==> config.mk <==
export PLATFORM = sky130hd
export DESIGN_NAME = cpu_bus_ctrl
export DESIGN_NICKNAME = d
export VERILOG_FILES = /design/src/rtl/cpu_bus_ctrl.sv
export SDC_FILE = /design/constraint.sdc
export NUM_CORES = 1
export LEC_CHECK = 0
export BUFFER_PORTS_ARGS = -buffer_cell sky130_fd_sc_hd__buf_2
export CORE_MARGIN = 2
export CORE_UTILIZATION = 30
export CTS_CLUSTER_SIZE = 14
export DETAILED_ROUTE_END_ITERATION = 16
export SKIP_LAST_GASP = 1
export SLEW_MARGIN = 20
export SYNTH_ARGS = -nofsm -noshare
export SYNTH_HDL_FRONTEND = slang
export SYNTH_SLANG_ARGS = --single-unit
==> constraint.sdc <==
create_clock -name clk -period 3.1 [get_ports clk]
set_clock_uncertainty 0.2 [all_clocks]
set_input_delay 0.155 -clock clk [delete_from_list [all_inputs] [get_ports clk]]
set_output_delay 0.155 -clock clk [all_outputs]
set_load 0.01 [all_outputs]
==> src/rtl/cpu_bus_ctrl.sv <==
// cpu_bus_ctrl: 68k-style bus controller with region decode, wait states, bus error and interrupt priority encoding.
module cpu_bus_ctrl #(
    parameter int ROM_WAIT    = 2,
    parameter int RAM_WAIT    = 1,
    parameter int IO_WAIT     = 3,
    parameter int BERR_CYCLES = 16
) (
    input  logic        clk,
    input  logic        reset,
    input  logic [23:0] cpu_a,
    input  logic        cpu_as_n,
    input  logic        cpu_r_w_n,
    input  logic [2:0]  cpu_fc,
    input  logic [6:0]  irq_req,
    output logic        cpu_dtack_n,
    output logic        cpu_vpa_n,
    output logic        cpu_berr_n,
    output logic [2:0]  cpu_ipl,
    output logic        sel_rom,
    output logic        sel_ram,
    output logic        sel_io
);
    typedef enum logic [2:0] {IDLE, DECODE, WAIT, ACK, ERR} state_t;
    state_t      state, state_d;
    logic [23:0] a_q;
    logic [2:0]  fc_q;
    logic        rw_q;
    logic [7:0]  cnt, cnt_d, w;
    logic [6:0]  pending, irq_prev, clr;
    logic [7:0]  lvl_oh;
    logic [2:0]  hi;
    logic        iack, rom, ram, io, mapped, busy;
    logic        unused_bits;
    assign unused_bits = ^{rw_q, a_q[13:4], a_q[0]};
    assign iack   = fc_q == 3'b111;
    assign rom    = a_q[23:16] == 8'd0;
    assign ram    = a_q[23:14] == 10'd5 || a_q[23:14] == 10'd6;
    assign io     = a_q[23:21] == 3'b100;
    assign mapped = rom | ram | io;
    assign w      = rom ? 8'(ROM_WAIT) : ram ? 8'(RAM_WAIT) : 8'(IO_WAIT);
    assign lvl_oh = 8'd1 << a_q[3:1];
    assign busy   = (state_d == WAIT || state_d == ACK) && !iack;
    always_comb begin
        state_d = state;
        cnt_d   = cnt;
        case (state)
            IDLE:   state_d = cpu_as_n ? IDLE : DECODE;
            DECODE: begin
                if (cpu_as_n)
                    state_d = IDLE;
                else if (iack)
                    state_d = ACK;
                else if (mapped) begin
                    state_d = (w == 8'd0) ? ACK : WAIT;
                    cnt_d   = w;
                end else begin
                    state_d = ERR;
                    cnt_d   = 8'(BERR_CYCLES);
                end
            end
            WAIT: begin
                if (cpu_as_n)
                    state_d = IDLE;
                else if (cnt == 8'd1)
                    state_d = ACK;
                cnt_d = cnt - 8'd1;
            end
            ACK:    state_d = cpu_as_n ? IDLE : ACK;
            ERR: begin
                state_d = cpu_as_n ? IDLE : ERR;
                cnt_d   = (cnt != 8'd0) ? cnt - 8'd1 : cnt;
            end
            default: state_d = IDLE;
        endcase
        if (state_d == IDLE || state_d == ACK)
            cnt_d = 8'd0;
    end
    // The acknowledged level's pending bit drops as the IACK cycle is acknowledged.
    assign clr = (state == DECODE && state_d == ACK && iack) ? lvl_oh[7:1] : 7'd0;
    always_comb begin
        hi = 3'd0;
        for (int i = 0; i < 7; i++)
            if (pending[i]) hi = 3'(i + 1);
    end
    always_ff @(posedge clk) begin
        if (reset) begin
            state       <= IDLE;
            cnt         <= 8'd0;
            a_q         <= 24'd0;
            fc_q        <= 3'd0;
            rw_q        <= 1'b1;
            pending     <= 7'd0;
            irq_prev    <= 7'd0;
            cpu_ipl     <= 3'b111;
            cpu_dtack_n <= 1'b1;
            cpu_vpa_n   <= 1'b1;
            cpu_berr_n  <= 1'b1;
            sel_rom     <= 1'b0;
            sel_ram     <= 1'b0;
            sel_io      <= 1'b0;
        end else begin
            state <= state_d;
            cnt   <= cnt_d;
            if (state == IDLE && !cpu_as_n) begin
                a_q  <= cpu_a;
                fc_q <= cpu_fc;
                rw_q <= cpu_r_w_n;
            end
            pending     <= (pending & ~clr) | (irq_req & ~irq_prev);
            irq_prev    <= irq_req;
            cpu_ipl     <= ~hi;
            cpu_dtack_n <= !(state_d == ACK && !iack);
            cpu_vpa_n   <= !(state_d == ACK && iack);
            cpu_berr_n  <= !(state_d == ERR && cnt_d == 8'd0);
            sel_rom     <= busy && rom;
            sel_ram     <= busy && ram;
            sel_io      <= busy && io;
        end
    end
endmodule

---- Word-level counts from Yosys, hierarchy flattened ----
Index checks and enable logic that the tools add are counted.
cells by class
  reductions and logical operators ........ 24
  muxes and demuxes ....................... 26
  $add $sub $neg .......................... 1
  equal/unequal tests ..................... 12
  bitwise logic cells ..................... 8
  shift-type cells ........................ 1
operator list
  operator                                                             count
  3-bit 2-to-1 mux                                                     12
  8-bit 2-to-1 mux                                                     4
  8-bit logical NOT                                                    3
  8-bit one-hot mux with 3 select lines                                1
  10-bit by 3-bit == test with 1-bit output (second input constant)    2
  3-bit one-hot mux with 5 select lines                                1
  7-bit AND                                                            2
  7-bit NOT                                                            2
  3-bit by 2-bit == test with 1-bit output (second input constant)     4
  3-bit == test (second input constant)                                4
  1-bit logical AND                                                    10
  8-bit by 1-bit == test with 1-bit output (second input constant)     1
  8-bit nonzero test                                                   1
  1-bit by 3-bit << shifter with 8-bit output (first input constant)   1
  8-bit by 1-bit subtractor with 8-bit output (second input constant)  1
  7-bit 2-to-1 mux                                                     1
  7-bit OR                                                             1
  3-bit logical NOT                                                    2
  2-bit 2-to-1 mux                                                     3
  1-bit logical NOT                                                    5
  5-bit 2-to-1 mux                                                     1
  3-bit by 1-bit == test with 1-bit output (second input constant)     1
  1-bit logical OR                                                     3
  1-bit 2-to-1 mux                                                     3
  2 further kinds                                                      3
storage, ports and cells
  register bits after elaboration ......... 61
  output and inout bits ................... 9
  word-level logic and storage cells ...... 85
  input bits .............................. 38

---- Longest topological paths before layout ----
  depth after elaboration ................. 17
  mapped depth ............................ 10
  mapped depth without buffers ............ 9

---- Worst setup path before layout ----
OpenSTA, ideal clock, no wires.
  path kind ............................... register -> register
  start point ............................. register cnt[0]
  end point ............................... register cpu_berr_n
  library setup time ...................... 129 ps
  arrival ................................. 1970 ps
  period minus slack after synthesis ...... 2299 ps
  cell stages (with the launch flop) ...... 11
  buffers on the path ..................... 1
  path slack .............................. 801 ps
  data required time ...................... 2771 ps
  cells stage by stage .................... dfxtp_1 inv_1 ha_1 nor3b_1 a311o_1 buf_2 nor3b_1 a21oi_1 nand3_1 o31ai_1 nand3_1
between the ends
  longest elaborated chain between the ends .. 10
  elaborated cells between the ends (all ways) .. 18
  those cells by class .................... add/sub (1); eq/ne (3); mux (8); reduce/logical (6)
RTL lines
  item                                                                           RTL line  text
  start: declaration                                                             28        logic [7:0] cnt, cnt_d, w;
  start signal: assignment                                                       103       cnt <= cnt_d;
  8-bit by 1-bit == test with 1-bit output                                       64        else if (cnt == 8'd1)
  3-bit 2-to-1 mux                                                               64
  3-bit 2-to-1 mux                                                               62        if (cpu_as_n)
  3-bit one-hot mux with 5 select lines                                          46        case (state)
  3-bit by 2-bit == test with 1-bit output or 3-bit logical NOT (tied branches)  75        if (state_d == IDLE || state_d == ACK)
  1-bit logical OR                                                               75
  8-bit 2-to-1 mux                                                               75
  8-bit logical NOT                                                              114       cpu_berr_n <= !(state_d == ERR && cnt_d == 8'd0);
  1-bit logical AND (*)                                                          114
  1-bit logical NOT (*)                                                          114
  end signal: assignment                                                         114
  end: declaration                                                               17        output logic cpu_berr_n,
Every way passes the cells marked *; elsewhere a longest branch is shown, timed or not.
A chain may end at the register's enable or synchronous reset.

---- Worst setup path after layout ----
Ends and elaborated chain as after synthesis.

==> results.sh <==
export IMPL_synth_edf_count=0
export IMPL_synth_top_family_by_area="simple AND/OR/NAND/NOR gates"
export IMPL_die_area_sq_mm=0.00791
export IMPL_r2r_end="cpu_berr_n$_SDFF_PP1_"
export IMPL_drv_cap=0
export IMPL_start_util_pct=31.4
export IMPL_htreeDepth=2
export IMPL_criticalPathCategory="reg2reg"
export IMPL_ys_async_sr_fraction_pct=0
export IMPL_finalCritPeriodShare_pct=88.3
export IMPL_synthCells=260
export IMPL_ys_seq_area_share_pct=46.2
export IMPL_synth_compound_area_share_pct=16.9
export IMPL_min_path_cells=2
export IMPL_reg2reg_depth=9
export IMPL_p_sw_share_pct=24.1
export IMPL_final_cells=413
export IMPL_cp_required_ns=3.08
export IMPL_grt_first_pass_wirelength_microns=8010
export IMPL_clockPowerShare_pct=36.0
export IMPL_slew_violations=0
export IMPL_vdd_drop_max_mv=0.303
export IMPL_yosysUniqueCellTypes=44
export IMPL_hold_viol_final=0
export IMPL_cts_tree="done"
export IMPL_gp_congestion=0.814
export IMPL_coreArea_sq_mm=0.00691
export IMPL_die_x_microns=89.0
export IMPL_cts_max_path_buffers=2
export IMPL_critPathCaptureType="flip-flop"
export IMPL_synth_flop_cell="dfxtp_1"
export IMPL_die_h_microns=89.0
export IMPL_yosysMostFrequentCell="dfxtp_1"
export IMPL_synthSimpleGateAreaFrac_pct=30.3
export IMPL_vias=1930
export IMPL_grt_pass1_vias=1827
export IMPL_drive_gt1_share_pct=18.6
export IMPL_holdBufCountCts=24
export IMPL_rrSetupSlack_ns=0.36
export IMPL_min_period_ns=2.74
export IMPL_min_delay_start="reset"
export IMPL_grt_max_degree=39
export IMPL_nets=356
export IMPL_p_seq_share_pct=51.4
export IMPL_port_buffers=34
export IMPL_cts_resized=0
export IMPL_synth_adder_area_share_pct=1.16
export IMPL_wl_microns=4720
export IMPL_synth_nets=300
export IMPL_fmax_mhz=365
export IMPL_pwr_share_comb_pct=12.6
export IMPL_fin_setup_tns_ns=0
export IMPL_p_per_area_mw_per_mm2=483
export IMPL_whs_endpoint="state[0]$_SDFF_PP0_"
export IMPL_status="finished, final reports clean"
export IMPL_post_cts_buffers=0
export IMPL_first_pass_iters=4
export IMPL_rsz0062_at_grt="false"
export IMPL_via_per_inst=4.67
export IMPL_start_kind="flip-flop"
export IMPL_synth_top_cell_area_share_pct=46.2
export IMPL_syn_cell_area_sq_mm=0.00217
export IMPL_setup_viol=0
export IMPL_syn2layout_area_growth_pct=28.7
export IMPL_relSlewSlack_pct=51.1
export IMPL_hold_class="in2reg"
export IMPL_cts_sinks=50
export IMPL_grtUsageTotal_pct=12.9
export IMPL_num_antenna_cells=0
export IMPL_worst_slew_pin_slew_ns=0.734
export IMPL_drt_iter0_markers=134
export IMPL_intPower_mw=1.02
export IMPL_cts_buffers=5
export IMPL_switchingPower_mw=0.325
export IMPL_yosys_area_top_type="dfxtp_1"
export IMPL_grt_ovfl_total=0
export IMPL_postRouteAntennaNets=0
export IMPL_synth_xor_area_share_pct=0.809
export IMPL_muxShareOfSynthArea_pct=0.982
export IMPL_antenna_found_initial=0
export IMPL_place_hpwl_microns=3320
export IMPL_ys_warn_count=0
export IMPL_clk_pin_slew_ns=0.10
export IMPL_avgRoutedWirePerCell_microns=11.4
export IMPL_cts_root_buf="clkbuf_8"
export IMPL_io_pins=47
export IMPL_dp_cells=381
export IMPL_worstSkewPairLatency_ns=0.31
export IMPL_avgSynthCellArea_sq_um=8.33
export IMPL_p_leak_nw=1.07
export IMPL_critPathMaxFanout=9
export IMPL_post_route_util_pct=40.4
export IMPL_synth_seq_cells=50
export IMPL_yosys_top_cells_count="dfxtp_1 (50), nand2_1 (41), a21oi_1 (31)"
export IMPL_drc=0
export IMPL_r2r_start="cnt[0]$_SDFF_PP0_"
export IMPL_crit_arrival_ns=2.71
export IMPL_ys_top_cells_by_area="dfxtp_1 (46%), a21oi_1 (7.2%), nand2_1 (7.1%)"
export IMPL_rows=30
registers in the layout, summed over array words and instances, names as in the netlist:
signal	flops
a_q	13
cnt	8
cpu_berr_n	1
cpu_dtack_n	1
cpu_ipl	3
cpu_vpa_n	1
fc_q	3
irq_prev	7
pending	7
sel_io	1
sel_ram	1
sel_rom	1
state	3
power groups by stage:
stage          clock network [mW]  logic, mW  registers (mW)
2_1_floorplan                   0      0.103           0.704
3_3_place_gp                    0      0.145           0.707
3_5_place_dp                    0      0.146           0.708
4_1_cts                     0.501      0.170           0.693
5_1_grt                     0.522      0.192           0.698
6_report                    0.485      0.169           0.693
layer usage:
layer  routed length, microns  share of wire (%)  up-vias  GRT usage, %
met5                        0                  0        -             0
met4                       88                1.9        0          5.02
met3                      212                4.5        7          2.77
met2                     2050                 43       46          20.1
met1                     2370                 50      865          17.5
li1                         -                  -     1012             -
cells by family (layout without fill, tap and decap cells):
logic type / count (synthesis) / after routing
DFF: 50 / 50
muxes: 2 / 2
xor gates and xnor gates: 2 / 2
and+or+nand+nor: 126 / 126
buffers and inverters: 17 / 74
AOI/OAI and AO/OA: 61 / 61
adders and majority gates: 2 / 2
layout by cell type (no fill, tap or decap), types with 2 or more instances in the layout:
| cell | n |
|---|---|
| dfxtp_1 | 50 |
| nand2_1 | 41 |
| buf_2 | 34 |
| a21oi_1 | 31 |
| nor2_1 | 26 |
| dlygate4sd3_1 | 24 |
| o21ai_0 | 14 |
| nand2b_1 | 10 |
| nor2b_1 | 9 |
| nand3_1 | 6 |
| nor3_1 | 6 |
| clkbuf_8 | 6 |
| inv_1 | 5 |
| nor3b_1 | 5 |
| nor4_1 | 4 |
| nand4_1 | 3 |
| a211oi_1 | 3 |
| o31ai_1 | 3 |
| buf_4 | 3 |
| and2b_2 | 2 |
| xnor2_1 | 2 |
| or3b_2 | 2 |
| or3_1 | 2 |
| a21o_1 | 2 |
| ha_1 | 2 |
worst max path at each step:
stage / startpoint / to / slack [ns] / cells after the start
2_1_floorplan: cnt[0]$_SDFF_PP0_ / cpu_berr_n$_SDFF_PP1_ / 0.80 / 10
3_3_place_gp: cnt[0]$_SDFF_PP0_ / cpu_berr_n$_SDFF_PP1_ / 0.48 / 9
3_5_place_dp: cnt[0]$_SDFF_PP0_ / cpu_berr_n$_SDFF_PP1_ / 0.42 / 9
4_1_cts: cnt[0]$_SDFF_PP0_ / cpu_berr_n$_SDFF_PP1_ / 0.40 / 9
5_1_grt: cnt[0]$_SDFF_PP0_ / cpu_berr_n$_SDFF_PP1_ / 0.08 / 9
6_report: cnt[0]$_SDFF_PP0_ / cpu_berr_n$_SDFF_PP1_ / 0.36 / 9
layout make-up:
class                   instances  area, sq um
fillers                       745         4120
multi-input cells             193         1090
clock inverters                 2         38.8
inverters                       5         18.8
repair buffers                 61          433
clock buffers                   6         82.6
well taps                      96          120
flip-flops and latches         50         1000
metrics by stage:
stage	hold slack [ns]	total power [mW]	worst slack [ns]	cell area (sq um)
after floorplan	0.0400	0.807	0.801	2170
after global placement	0.186	0.852	0.483	2430
after detailed placement	0.190	0.854	0.422	2430
after CTS	0.193	1.36	0.398	2790
after global routing	0.236	1.41	0.0845	2790
final	0.194	1.35	0.364	2790
worst max-delay path, stage by stage, from the launching register on:
cell and delay [ns]:
dfxtp_1 0.37, inv_1 0.08, ha_1 0.24, nor3b_1 0.37, a311o_1 0.44, nor2_1 0.08, a211oi_1 0.35, nand3_1 0.13
o31ai_1 0.25, nand3_1 0.10
(Power assumes the default switching activity.)
